--- config.mk ---
export PLATFORM = sky130hd
export DESIGN_NAME = conv_line_buffer
export DESIGN_NICKNAME = d
export VERILOG_FILES = /design/src/rtl/conv_line_buffer.sv
export SDC_FILE = /design/constraint.sdc
export NUM_CORES = 2
export LEC_CHECK = 0
export ABC_AREA = 1
export BUFFER_PORTS_ARGS = -buffer_cell sky130_fd_sc_hd__buf_2
export CORE_MARGIN = 5
export CORE_UTILIZATION = 50
export DETAILED_ROUTE_END_ITERATION = 8
export PLACE_DENSITY = 0.73
export SKIP_CTS_REPAIR_TIMING = 1
export SYNTH_ARGS = -nofsm -noshare
export SYNTH_HDL_FRONTEND = slang
export SYNTH_SLANG_ARGS = --single-unit
--- constraint.sdc ---
create_clock -name clk -period 14.33 [get_ports clk]
set_input_delay 0.7165 -clock clk [delete_from_list [all_inputs] [get_ports clk]]
set_output_delay 0.7165 -clock clk [all_outputs]
set_load 0.01 [all_outputs]
--- src/rtl/conv_line_buffer.sv ---
// K-row line buffer: stores the previous K-1 image rows in circular row memories and
// emits one K-tall vertical window column per accepted raster-order pixel.
module conv_line_buffer #(
  parameter int WORDWIDTH  = 32,
  parameter int K          = 3,
  parameter int MAX_WIDTH  = 28,
  parameter int ADDRLEN    = 5,
  parameter int MAX_HEIGHT = 28,
  parameter int ROWLEN     = 5
) (
  input  logic                   clk,
  input  logic                   rst_n,
  input  logic                   frame_start,
  input  logic [ADDRLEN:0]       cfg_width,
  input  logic [ROWLEN:0]        cfg_height,
  input  logic [WORDWIDTH-1:0]   din,
  input  logic                   in_valid,
  output logic                   in_ready,
  output logic [K*WORDWIDTH-1:0] dout,
  output logic                   out_valid,
  input  logic                   out_ready,
  output logic [ADDRLEN-1:0]     out_col,
  output logic [ROWLEN-1:0]      out_row,
  output logic                   frame_done
);

  typedef enum logic {PRIME, STREAM} state_t;

  localparam logic [ADDRLEN:0]   MAX_W      = (ADDRLEN+1)'(MAX_WIDTH);
  localparam logic [ROWLEN:0]    MAX_H      = (ROWLEN+1)'(MAX_HEIGHT);
  localparam logic [ADDRLEN:0]   W_ONE      = (ADDRLEN+1)'(1);
  localparam logic [ROWLEN:0]    H_ONE      = (ROWLEN+1)'(1);
  localparam logic [ADDRLEN-1:0] COL_ONE    = ADDRLEN'(1);
  localparam logic [ROWLEN-1:0]  ROW_ONE    = ROWLEN'(1);
  localparam logic [ROWLEN-1:0]  PRIME_ROWS = ROWLEN'(K-1);

  state_t                 state;
  logic [ADDRLEN-1:0]     col;
  logic [ROWLEN-1:0]      row;
  logic [ADDRLEN:0]       width_q;
  logic [ROWLEN:0]        height_q;
  logic [ADDRLEN:0]       width_clamped;
  logic [ROWLEN:0]        height_clamped;
  logic                   accept;
  logic                   last_col;
  logic                   last_row;
  logic [K*WORDWIDTH-1:0] cand;
  logic [WORDWIDTH-1:0]   mem [K-1][MAX_WIDTH];

  assign in_ready = (~out_valid | out_ready) & ~frame_start;
  assign accept   = in_valid & in_ready;
  assign last_col = ({1'b0, col} == width_q - W_ONE);
  assign last_row = ({1'b0, row} == height_q - H_ONE);

  always_comb begin
    width_clamped  = cfg_width;
    height_clamped = cfg_height;
    if (cfg_width == '0 || cfg_width > MAX_W) width_clamped = MAX_W;
    if (cfg_height == '0 || cfg_height > MAX_H) height_clamped = MAX_H;
  end

  // Oldest stored row lands in the top slice, the live pixel in the bottom slice.
  always_comb begin
    cand = '0;
    cand[WORDWIDTH-1:0] = din;
    for (int i = 0; i < K-1; i++) begin
      cand[(i+2)*WORDWIDTH-1 -: WORDWIDTH] = mem[i][col];
    end
  end

  // Row memories are never reset; PRIME overwrites whatever a previous frame left behind.
  always_ff @(posedge clk) begin
    if (accept) begin
      mem[0][col] <= din;
      for (int i = 1; i < K-1; i++) begin
        mem[i][col] <= mem[i-1][col];
      end
    end
  end

  always_ff @(posedge clk or negedge rst_n) begin
    if (!rst_n) begin
      state      <= PRIME;
      col        <= '0;
      row        <= '0;
      width_q    <= MAX_W;
      height_q   <= MAX_H;
      out_valid  <= 1'b0;
      dout       <= '0;
      out_col    <= '0;
      out_row    <= '0;
      frame_done <= 1'b0;
    end else if (frame_start) begin
      width_q    <= width_clamped;
      height_q   <= height_clamped;
      col        <= '0;
      row        <= '0;
      state      <= PRIME;
      out_valid  <= 1'b0;
      frame_done <= 1'b0;
    end else begin
      frame_done <= 1'b0;
      if (out_ready) out_valid <= 1'b0;
      if (accept) begin
        if (state == STREAM) begin
          out_valid <= 1'b1;
          dout      <= cand;
          out_col   <= col;
          out_row   <= row - PRIME_ROWS;
        end
        if (last_col) begin
          col <= '0;
          if (last_row) begin
            row        <= '0;
            state      <= PRIME;
            frame_done <= 1'b1;
          end else begin
            row <= row + ROW_ONE;
            if (row + ROW_ONE == PRIME_ROWS) state <= STREAM;
          end
        end else begin
          col <= col + COL_ONE;
        end
      end
    end
  end

endmodule
[Word level (Yosys, flattened, before mapping)]
Memory sizes are Yosys's and may differ from the RTL's.
Cells that the tools add are included.
Storage, ports and cells
  word-level logic and storage cells: 72
  bits of input ports: 49
  memories kept: 1
  flip-flop bits (word level): 131
  memory bits (writable): 1792
  output and inout port bits: 109
Memories
  mem: depth 2, width 896, rd ports 2, clocked after memory_dff 0, wr ports 2, RTL line 48  | logic [WORDWIDTH-1:0] mem [K-1][MAX_WIDTH];
Cells by class
  equal/unequal tests: 3
  magnitude comparators: 4
  $add $sub $neg: 5
  mux-type cells: 32
  bitwise gates (word level): 6
  reductions and logical operators: 11
Operators with widths (count)
  $mux W896: 1
  $bmux W32 S5: 2
  $demux W32 S5: 1
  $mux W32: 5
  $mux W5: 7
  $mux W1: 14
  $eq A5 B6 Y1: 2
  $gt A6 B5 Y1 const B: 2
  $logic_not A6 Y1: 2
  $mux W6: 2
  $sub A6 B1 Y6 const B: 2
  $add A5 B1 Y5 const B: 2
  $ge A6 B6 Y1 const B: 1
  $lt A6 B1 Y1 const B: 1
  $not A5 Y6: 1
  $reduce_and A3 Y1: 2
  $eq A5 B2 Y1 const B: 1
  $sub A5 B2 Y5 const B: 1
  $reduce_bool A2 Y1: 2
  $reduce_bool A3 Y1: 1
  $and A1 B1 Y1: 2
  $logic_or A1 B1 Y1: 2
  $not A1 Y1: 2
  $reduce_and A2 Y1: 1
  other kinds (2): 2

[Logic depth before layout (Yosys ltp)]
  depth in word-level cells: 7
  depth in mapped cells: 13

[Worst setup path before layout]
Ideal clock, no wire load.
  path kind: in2reg
  from: in frame_start
  to: mem mem[0][0] (netlist bit), enable pin
  required time: 13.843 ns
  arrival time: 4.332 ns
  path slack: 9.511 ns
  cell stages on the path: 6
  path through: clkbuf_1 -> a21oi_1 -> nand2_1 -> clkinv_1 -> nand2_1 -> nor2_1
RTL lines
  from (decl): RTL line 13  | input logic frame_start,
  to (decl): RTL line 48

==> flow_summary.ini <==
[global_route]
overflow = 0
use_met2_pct = 42.2
grt_pass1_wl_mm = 303
antenna_found_initial = 7
grtUsageMet1_pct = 35.6
grt_pass1_vias = 46900
grt_max_degree = 205
met3_usage_pct = 4.43
grt_use_total_pct = 26.0
grt.busiest_layer = met2

[synth]
synth-edff-count = 1792
synthFlopType = edfxtp_1
ys_seq_area_share_pct = 76.3
synth_warnings = 0
avgSynthCellArea_um2 = 12.8
post_synth_num_cell_types = 35
synthArstFlopShare_pct = 6.81
yosys_register_bits = 1923
syn_area_um2 = 74800
synth_nets = 5881
synthesis.instances = 5822

[setup_path]
r2r_end = mem[0][1217]
cp.required_ns = 14.76
reg2reg_slack_ns = 9.18
critPathCaptureType = flop
critPathMaxFanout = 71
cp.arrival_ns = 5.58
r2r_start = col[0]
r2r_cells = 9
start_kind = flop
critPathKind = reg2reg

[finish]
final_nets = 5951
drive_gt1_share_pct = 9.35
syn2layout_area_growth_pct = 11.3
fill_cells = 11600
most-common-layout-cells = 1792 x edfxtp_1, 1004 x nor2_1, 923 x o21ai_0
final_common_cell = edfxtp_1

[placed_design]
routabilityCongestion = 0.802
hpwl_mm = 104
io_buffers = 157

[sta]
tightest_slew_ns = 1.25
slew_viol_final = 0
rsz0062_at_grt = no
fin_crit_ns = 5.15
skew_ns = 0.0228
finalSetupViolations = 0
hold_viol_final = 0
setup_tns_ns = 0
clock.fmax_ghz = 0.194
relSlewSlack_pct = 16.6
post-route-period-util_pct = 35.9

[floorplanning]
dieHeight_um = 397
initial_utilization_pct = 50.1
core-area_um2 = 149000
num_rows = 142
design.die.area_um2 = 157000
die_width_um = 397
io_pins = 158

[worst_hold_path]
min_path_type = in2reg
min_from = out_ready
hold_depth = 4
hold-path-endpoint = out_valid

[power_and_ir_drop]
p_int_mw = 9.36
combPwrFrac_pct = 9.5
pwr-share-seq_pct = 52.3
total_power_mw = 12.3
power_density_nw_per_um2 = 148
netSwitchingFraction_pct = 23.9
power_leakage_nw = 28.5
pwr-share-clk_pct = 38.2
ir_worst_vdd_uv = 109
power.switching_mw = 2.94

[cts]
cts_buffers = 179
clockRootBuffer = clkbuf_16
worstSkewPairLatency_ns = 0.81
clk_pin_slew_ns = 0.06
cts.sinks = 1923
h-tree-depth = 4
cts.path.max_buffers = 3
tritoncts = yes

[route]
viasPerCell = 6.17
dr.pass1.iters = 6
route.detailed.drc = 0
wl_mm = 208
wire_per_inst_um = 26.1
first_iter_violations = 7001
drtAntennaViolNets = 0
vias = 49300

[outcome]
outcome = complete, no violations

[job]
maxCapViolCount = 0
-- worst max-delay path by stage --
stage	from	end	slack (ns)	cells after the start
final	col[0]	mem[0][1217]	9.18	9
after global routing	col[0]	dout[33]	8.95	11
after CTS	col[0]	mem[0][1217]	9.33	9
after detailed placement	col[0]	mem[0][1185]	9.37	9
after global placement	col[0]	mem[0][1302]	9.47	9
after floorplan	frame_start	mem[0][0]	9.51	6
-- area by class of cell --
class                      count  area, um2  share of cell area, %
sequential                  1923      57100                   68.6
multi-input combinational   3472      16000                   19.3
clock buffer                 256       5090                   6.11
tap                         1944       2430                   2.92
timing repair buffer         261       1630                   1.95
clock inverter                75        706                  0.848
inverter                      55        250                  0.301
antenna                        4       10.0                 0.0120
-- power groups by stage --
| stage | sequential (mW) | combinational, mW | clock (mW) |
|---|---|---|---|
| 6_report | 6.43 | 1.17 | 4.70 |
| 5_1_grt | 6.43 | 1.27 | 4.97 |
| 4_1_cts | 6.43 | 1.15 | 4.73 |
| 3_5_place_dp | 6.55 | 1.14 | 0 |
| 3_3_place_gp | 6.55 | 1.11 | 0 |
| 2_1_floorplan | 6.52 | 0.730 | 0 |
-- metal layers --
metal,wire length [um],vias to the layer above
met5,0,-
met4,8210,0
met3,24400,467
met2,98400,3223
met1,77500,24300
li1,-,21200
-- stage by stage --
step                      worst slack [ns]  util [%]  instance area, um2  std cells  hold slack [ns]
after global routing                  8.95      55.8               83200       7987            0.185
after detailed placement              9.37      51.9               77400       7654            0.453
after global placement                9.47      51.9               77400       7654            0.449
final                                 9.18      55.8               83200       7990            0.194
after CTS                             9.33      55.8               83200       7985           -0.208
after floorplan                       9.51         -               74800       5822            0.421
-- logic make-up after synthesis --
logic type / after synthesis / share of synthesized area [%]
simple gates: 2004 / 10.3
flops: 1923 / 76.3
compound gates: 1448 / 10.6
buf+inv: 427 / 2.54
fa+ha+maj: 10 / 0.167
xor+xnor: 10 / 0.117
-- cell usage after synthesis, drive strengths merged (3+ instances only) --
library cell | instances | area [um2]
edfxtp | 1792 | 53800
nor2 | 1034 | 3890
o21ai | 936 | 4680
nand2 | 897 | 3370
o22ai | 436 | 2730
clkbuf | 214 | 805
buf | 158 | 881
dfrtp | 125 | 3130
inv | 53 | 204
a21oi | 39 | 195
nand3 | 39 | 208
nand4 | 23 | 144
a2bb2oi | 20 | 175
ha | 10 | 125
o21a | 10 | 75.1
xor2 | 7 | 61.3
dfstp | 6 | 158
nor3 | 6 | 30.0
a21boi | 4 | 30.0
or2 | 4 | 25.0
xnor2 | 3 | 26.3
-- flip-flops by register name (all words and copies together), names as in the netlist --
| name | count |
|---|---|
| state | 1 |
| row | 5 |
| col | 5 |
| height_q | 6 |
| frame_done | 1 |
| dout | 96 |
| out_col | 5 |
| out_valid | 1 |
| out_row | 5 |
| mem | 1792 |
| width_q | 6 |
-- critical path, stage by stage (launching register included) --
cell and delay, ns:
dfrtp_4 0.92, buf_4 0.78, buf_4 0.71, buf_4 0.65, o21ai_0 0.23, o22ai_1 0.21
nand2_1 0.08, nand2_1 0.10, nor2_1 0.08, nand2_1 0.83
(Power assumes the default switching activity.)
